`src/rtl/sparse_coo_encoder.sv`:
```
// sparse_coo_encoder: dense FP8 row stream to (row, col, data) COO entry stream.
//   clk, rst       : rising-edge clock, asynchronous active-low reset
//   in_valid/ready : one dense row per handshake; in_data element c at [c*DATA_W +: DATA_W]
//   in_last        : row closes the matrix
//   out_valid/ready: one COO entry per handshake (out_row, out_col, out_data)
//   done           : one-cycle pulse when a matrix is fully encoded; nnz_count valid with it
//   overflow       : sticky; nonzeros were dropped because the entry list was full
module sparse_coo_encoder #(
  parameter int unsigned DATA_W  = 8,
  parameter int unsigned ROWS    = 8,
  parameter int unsigned COLS    = 8,
  parameter int unsigned MAX_NNZ = 8
) (
  input  logic                           clk,
  input  logic                           rst,
  input  logic                           in_valid,
  output logic                           in_ready,
  input  logic [COLS*DATA_W-1:0]         in_data,
  input  logic                           in_last,
  output logic                           out_valid,
  input  logic                           out_ready,
  output logic [DATA_W-1:0]              out_data,
  output logic [$clog2(ROWS)-1:0]        out_row,
  output logic [$clog2(COLS)-1:0]        out_col,
  output logic                           done,
  output logic [$clog2(MAX_NNZ+1)-1:0]   nnz_count,
  output logic                           overflow
);

  localparam int unsigned ROW_W = $clog2(ROWS);
  localparam int unsigned COL_W = $clog2(COLS);
  localparam int unsigned NNZ_W = $clog2(MAX_NNZ + 1);

  typedef enum logic [1:0] {S_IDLE, S_SCAN, S_DONE} state_t;

  state_t                   r_state;
  logic                     r_in_ready;
  logic                     r_out_valid;
  logic [DATA_W-1:0]        r_out_data;
  logic [COL_W-1:0]         r_out_col;
  logic [ROW_W-1:0]         r_row;
  logic                     r_done;
  logic [NNZ_W-1:0]         r_nnz;
  logic                     r_overflow;
  logic [COLS*DATA_W-1:0]   r_data;
  logic                     r_last;
  logic [COLS-1:0]          r_mask;

  logic [COLS-1:0]          w_in_mask;
  logic [COLS-1:0]          w_mask_clr;
  logic [COLS-1:0]          w_scan_mask;
  logic [NNZ_W-1:0]         w_scan_nnz;
  logic [NNZ_W-1:0]         w_nnz_base;
  logic                     w_drop;
  logic                     w_take;
  logic                     w_row_end;

  // Index of the lowest set bit (0 when the mask is empty).
  function automatic logic [COL_W-1:0] lowest_idx(input logic [COLS-1:0] m);
    logic [COL_W-1:0] idx;
    idx = '0;
    for (int c = COLS - 1; c >= 0; c--) begin
      if (m[c]) idx = COL_W'(c);
    end
    return idx;
  endfunction

  // Element idx of a dense row.
  function automatic logic [DATA_W-1:0] elem_at(input logic [COLS*DATA_W-1:0] row,
                                                input logic [COL_W-1:0]       idx);
    logic [DATA_W-1:0] e;
    e = '0;
    for (int c = 0; c < COLS; c++) begin
      if (COL_W'(c) == idx) e = row[c*DATA_W +: DATA_W];
    end
    return e;
  endfunction

  // Next-value helpers for the mask/count registers.
  always_comb begin
    w_in_mask  = '0;
    w_mask_clr = '0;
    // Sign bit is ignored: +0 and -0 are both zero.
    for (int c = 0; c < COLS; c++) begin
      w_in_mask[c]  = |in_data[c*DATA_W +: DATA_W-1];
      w_mask_clr[c] = r_mask[c] && (COL_W'(c) != r_out_col);
    end
    w_nnz_base  = (r_row == '0) ? '0 : r_nnz;
    w_drop      = (r_state == S_SCAN) && (r_nnz == NNZ_W'(MAX_NNZ)) && (|r_mask);
    // r_out_valid is only ever set in SCAN and r_out_col is the mask's lowest bit.
    w_take      = r_out_valid && out_ready;
    w_scan_mask = w_drop ? '0 : (w_take ? w_mask_clr : r_mask);
    w_scan_nnz  = r_nnz + NNZ_W'(w_take);
    w_row_end   = r_last || (r_row == ROW_W'(ROWS - 1));
  end

  // Control FSM; every output is loaded with the value it must show next cycle.
  always_ff @(posedge clk or negedge rst) begin
    if (!rst) begin
      r_state     <= S_IDLE;
      r_in_ready  <= 1'b1;
      r_out_valid <= 1'b0;
      r_out_data  <= '0;
      r_out_col   <= '0;
      r_row       <= '0;
      r_done      <= 1'b0;
      r_nnz       <= '0;
      r_overflow  <= 1'b0;
      r_data      <= '0;
      r_last      <= 1'b0;
      r_mask      <= '0;
    end else begin
      r_done <= 1'b0;
      case (r_state)
        S_IDLE: begin
          if (in_valid) begin
            r_state     <= S_SCAN;
            r_in_ready  <= 1'b0;
            r_data      <= in_data;
            r_last      <= in_last;
            r_mask      <= w_in_mask;
            r_nnz       <= w_nnz_base;
            if (r_row == '0) r_overflow <= 1'b0;
            r_out_valid <= (|w_in_mask) && (w_nnz_base < NNZ_W'(MAX_NNZ));
            r_out_col   <= lowest_idx(w_in_mask);
            r_out_data  <= elem_at(in_data, lowest_idx(w_in_mask));
          end
        end
        S_SCAN: begin
          r_mask <= w_scan_mask;
          r_nnz  <= w_scan_nnz;
          if (w_drop) r_overflow <= 1'b1;
          if (w_scan_mask == '0) begin
            r_out_valid <= 1'b0;
            if (w_row_end) begin
              r_state <= S_DONE;
              r_row   <= '0;
              r_done  <= 1'b1;
            end else begin
              r_state    <= S_IDLE;
              r_row      <= r_row + ROW_W'(1);
              r_in_ready <= 1'b1;
            end
          end else begin
            // List full with bits left: hold off, the next cycle drops them.
            r_out_valid <= (w_scan_nnz < NNZ_W'(MAX_NNZ));
            r_out_col   <= lowest_idx(w_scan_mask);
            r_out_data  <= elem_at(r_data, lowest_idx(w_scan_mask));
          end
        end
        S_DONE: begin
          r_state    <= S_IDLE;
          r_in_ready <= 1'b1;
        end
        default: begin
          r_state     <= S_IDLE;
          r_in_ready  <= 1'b1;
          r_out_valid <= 1'b0;
        end
      endcase
    end
  end

  assign in_ready  = r_in_ready;
  assign out_valid = r_out_valid;
  assign out_data  = r_out_data;
  assign out_row   = r_row;
  assign out_col   = r_out_col;
  assign done      = r_done;
  assign nnz_count = r_nnz;
  assign overflow  = r_overflow;

endmodule

```
`config.mk`:
```
export PLATFORM = sky130hd
export DESIGN_NAME = sparse_coo_encoder
export DESIGN_NICKNAME = d
export VERILOG_FILES = /design/src/rtl/sparse_coo_encoder.sv
export SDC_FILE = /design/constraint.sdc
export NUM_CORES = 1
export LEC_CHECK = 0
export CAP_MARGIN = 20
export CELL_PAD_IN_SITES_DETAIL_PLACEMENT = 0
export CELL_PAD_IN_SITES_GLOBAL_PLACEMENT = 1
export CORE_MARGIN = 2
export CORE_UTILIZATION = 40
export DETAILED_ROUTE_END_ITERATION = 6
export DONT_BUFFER_PORTS = 1
export GPL_ROUTABILITY_DRIVEN = 0
export PLACE_DENSITY_LB_ADDON = 0.05
export REMOVE_ABC_BUFFERS = 1
export SLEW_MARGIN = 20
export SYNTH_ARGS = -nofsm -noshare
export SYNTH_HDL_FRONTEND = slang
export SYNTH_SLANG_ARGS = --single-unit
```
`constraint.sdc`:
```
create_clock -name clk -period 3.15 [get_ports clk]
set_input_delay 0.63 -clock clk [delete_from_list [all_inputs] [get_ports clk]]
set_output_delay 0.63 -clock clk [all_outputs]
set_load 0.02 [all_outputs]
```
==> metrics.md, run 1 <==
| Metric | Value |
|---|---|
| Max Slew Vio Count | 0 |
| Sequential share of power | 0.351 |
| Die X-Extent | between 100 and 150 um |
| Int Pwr | a little over 4000 uW |
| GRT met1 Usage | 0.382 |
| Final ANT Viol Nets | 0 |
| H-Tree Level Count | 3 |
| Worst-Skew Late Latency | between 0.3 and 0.4 ns |
| Filler instances | 1342 |
| Initial core utilization | 0.408 |
| Crit Reg-Reg Endpoint | out_data[6]$_DFFE_PN0P_ |
| Root Driver | clkbuf_16 |
| #FFs+latches synth | 97 |
| Max Cap Viol | 0 |
| Shortest period the worst path allows | between 2 and 3 ns |
| Number of buffers created by CTS | 9 |
| GR Util met3 | 0.0586 |
| Synth Area per Inst | 10.0 um2 |
| Outcome | complete, no violations |
| Pwr Density | about 1100 nW/um2 |
| CTS tree | done |
| Vias per inst | a little over 6 |
| Vias in the first global route | between 4000 and 5000 |
| WL per Instance | approximately 25 um |
| Switching power total | around 3000 uW |
| Tightest Pin Transition | between 0.6 and 0.7 ns |
| Final Hold Fails | 0 |
| Multi-input logic area | roughly 3100 um2 |
| Async set-reset flop share out of synthesis | 1.00 |
| M2 GR Usage | 0.420 |
| Startpoint types | flip-flop |
| Most common cell after layout, fill and taps aside | dfrtp_1 |
| First-iteration detailed-routing DRC count | roughly 420 |
| Final TNS setup | 0 ns |
| CTS Sinks | 97 |
| Mapped Area | ~5700 um2 |
| Arrival @ worst endpoint | about 3.2 ns |
| Combinational share of power | 0.500 |
| Layout cells sized above 1 | 0.250 |
| Placed standard-cell area | roughly 6200 um2 |
| Chip height | between 100 and 150 um |
| Clock slew at reported path FFs | 0.07 ns |
| Synth top area share | 0.424 |
| Die area | about 15000 um2 |
| Largest net degree at the start of global routing | 97 |
| Core area | 13900 um2 |
| Worst vdd ir | approximately 420 uV |
| Max Fclk | 337 MHz |
| R2R Setup Slk | between 0.15 and 0.2 ns |
| Post-CTS setup buffers | 0 |
| Switch share | 0.419 |
| First-pass GRT wire length | 30.0 mm |
| Clock Tree Buf Depth | 2 |
| EDFF count, synth | 0 |
| Period utilisation layout | 0.941 |
| Area leader, netlist | dfrtp_1 |
| Ys flop type | dfrtp_1 |
| Final net count | 681 |
| Final setup fails | 0 |
| Worst r2r src | r_mask[4]$_DFFE_PN0P_ |
| GRT busiest layer | met2 |
| Slew margin rel. | 0.570 |
| Initial antenna violation count | 0 |
| Yosys cell types | 73 |
| Ys Warns | 0 |
| Number of remaining DRC errors | 0 |
| Reg area | around 2400 um2 |
| Total track usage | 0.272 |
| Syn Inst Count | around 570 |
| Total Wirelength | 19.8 mm |
| Leak pwr | roughly 0.0027 uW |
| RSZ-0062 raised after global routing | no |
| CP Capture Type | flip-flop |
| Clock Power Share | 0.149 |
| Layout Utilization | 0.471 |
| Ant. Diodes | 0 |
| Worst EP required | 3.38 ns |
| Via count | 4909 |
| Worst Skew | between 0.01 and 0.015 ns |
| Port Buffer Count | 0 |
| Design Power | around 7000 uW |
| GRT Residual Overflow | 0 |
| HPWL Detailed | roughly 15 mm |
| Critical path class | reg2reg |
| Worst-path fanout max | 12 |
| Ports | between 90 and 100 |
| Register-to-Register Path Depth | 8 |
| Hold Crit Class | in2async |
| Most frequent cells in the layout | 96 x dfrtp_1, 64 x mux2_2, 61 x nand2_1 |
| Design area | about 6500 um2 |
| Rows | 43 |
| P&R area growth vs syn | 15.3% |
| Register area share after synthesis | 0.428 |
| Synth area leaders | dfrtp_1 42%, mux2_2 13%, nand2_1 4.0% |
| DRT Pass-1 Iters | 5 |
==> cell usage after synthesis (5+ instances only) <==
master	instances
ha_1	5
nor2_1	31
o211a_1	6
buf_2	7
a21oi_1	33
nand3_1	13
o21ai_0	35
mux2_2	64
a31oi_1	9
nand2_1	61
nor3_1	15
o31ai_1	6
dfrtp_1	96
a2111oi_0	6
inv_1	13
mux2i_1	20
or3_1	5
o21ai_1	7
a22o_1	5
o21a_1	7
nor4_1	7
nand4_1	7
and2_1	5
clkbuf_1	14
==> timing repair <==
action / in CTS / in global routing
setup endpoints to repair: 0 / 0
hold buffers: 1 / 0
resized for setup: 0 / 0
hold endpoints to repair: 96 / 0
==> state kept, by name (all words and copies together) (netlist names) <==
| name | flops |
|---|---|
| r_state | 2 |
| out_col | 3 |
| out_row | 3 |
| nnz_count | 4 |
| out_valid | 1 |
| r_data | 64 |
| done | 1 |
| in_ready | 1 |
| overflow | 1 |
| r_mask | 8 |
| out_data | 8 |
| r_last | 1 |
==> metal layers <==
metal / vias to the layer above / routed length, um
met2: 194 / 9220
met1: 2433 / 8740
met5: - / 0
met3: 35 / 1480
met4: 0 / 405
li1: 2247 / -
==> stage by stage <==
step	worst slack, ns	hold WS [ns]	instances
4_1_cts	0.260	0.102	792
5_1_grt	0.113	0.0974	792
3_5_place_dp	0.220	0.338	775
3_3_place_gp	0.256	0.338	775
2_1_floorplan	-1.49	0.334	541
6_report	0.187	0.110	792
==> power by group through the flow <==
stage               clock [uW]  sequential [uW]  combinational, uW
floorplan                    0             2350               2350
global placement             0             2470               3430
detailed placement           0             2490               3470
CTS                       1070             2470               3520
global route              1130             2550               3830
finish                    1050             2470               3520
==> worst max-delay path, stage by stage, from the launching register on <==
cell and delay [ns]:
dfrtp_1 0.43, or4_4 0.57, o211a_4 0.30, nor3_4 0.17, buf_4 0.29, mux2i_1 0.26
a2bb2oi_1 0.34, a31oi_1 0.17, a2111o_1 0.30
==> final cells by class <==
class,count,share of cell area
clock buffers,12,0.0377
inverters,13,0.00747
clock inverters,4,0.00441
repair buffers,55,0.0720
flip-flops and latches,97,0.372
well taps,180,0.0345
multi-input cells,431,0.472
==> how the worst max path moves through the flow <==
stage | depth (start not counted) | slack, ns | startpoint | endpoint
after floorplan | 5 | -1.49 | r_state[0]$_DFFE_PN0P_ | out_data[6]$_DFFE_PN0P_
after global placement | 8 | 0.26 | r_mask[4]$_DFFE_PN0P_ | out_data[6]$_DFFE_PN0P_
after detailed placement | 8 | 0.22 | in_data[34] | out_data[6]$_DFFE_PN0P_
after CTS | 8 | 0.26 | r_mask[4]$_DFFE_PN0P_ | out_data[6]$_DFFE_PN0P_
after global routing | 8 | 0.11 | r_mask[4]$_DFFE_PN0P_ | out_data[6]$_DFFE_PN0P_
final | 8 | 0.19 | r_mask[4]$_DFFE_PN0P_ | out_data[6]$_DFFE_PN0P_
==> logic make-up after synthesis <==
| family | after synthesis | share of synthesized area |
|---|---|---|
| AOI/OAI and AO/OA | 167 | 0.208 |
| adders and majority gates | 5 | 0.0110 |
| DFF | 97 | 0.428 |
| muxes | 84 | 0.162 |
| xor gates and xnor gates | 1 | 0.00155 |
| and+or+nand+nor | 174 | 0.160 |
| buffers and inverters | 39 | 0.0287 |
Note: power is estimated with default switching activity, not from simulation.
==> inputs of run 2 (changes only) <==
Settings changed: SLEW_MARGIN 20 to unset.
==> results of run 2 <==
The final DEF is identical to that of run 1; final timing and power are the same.
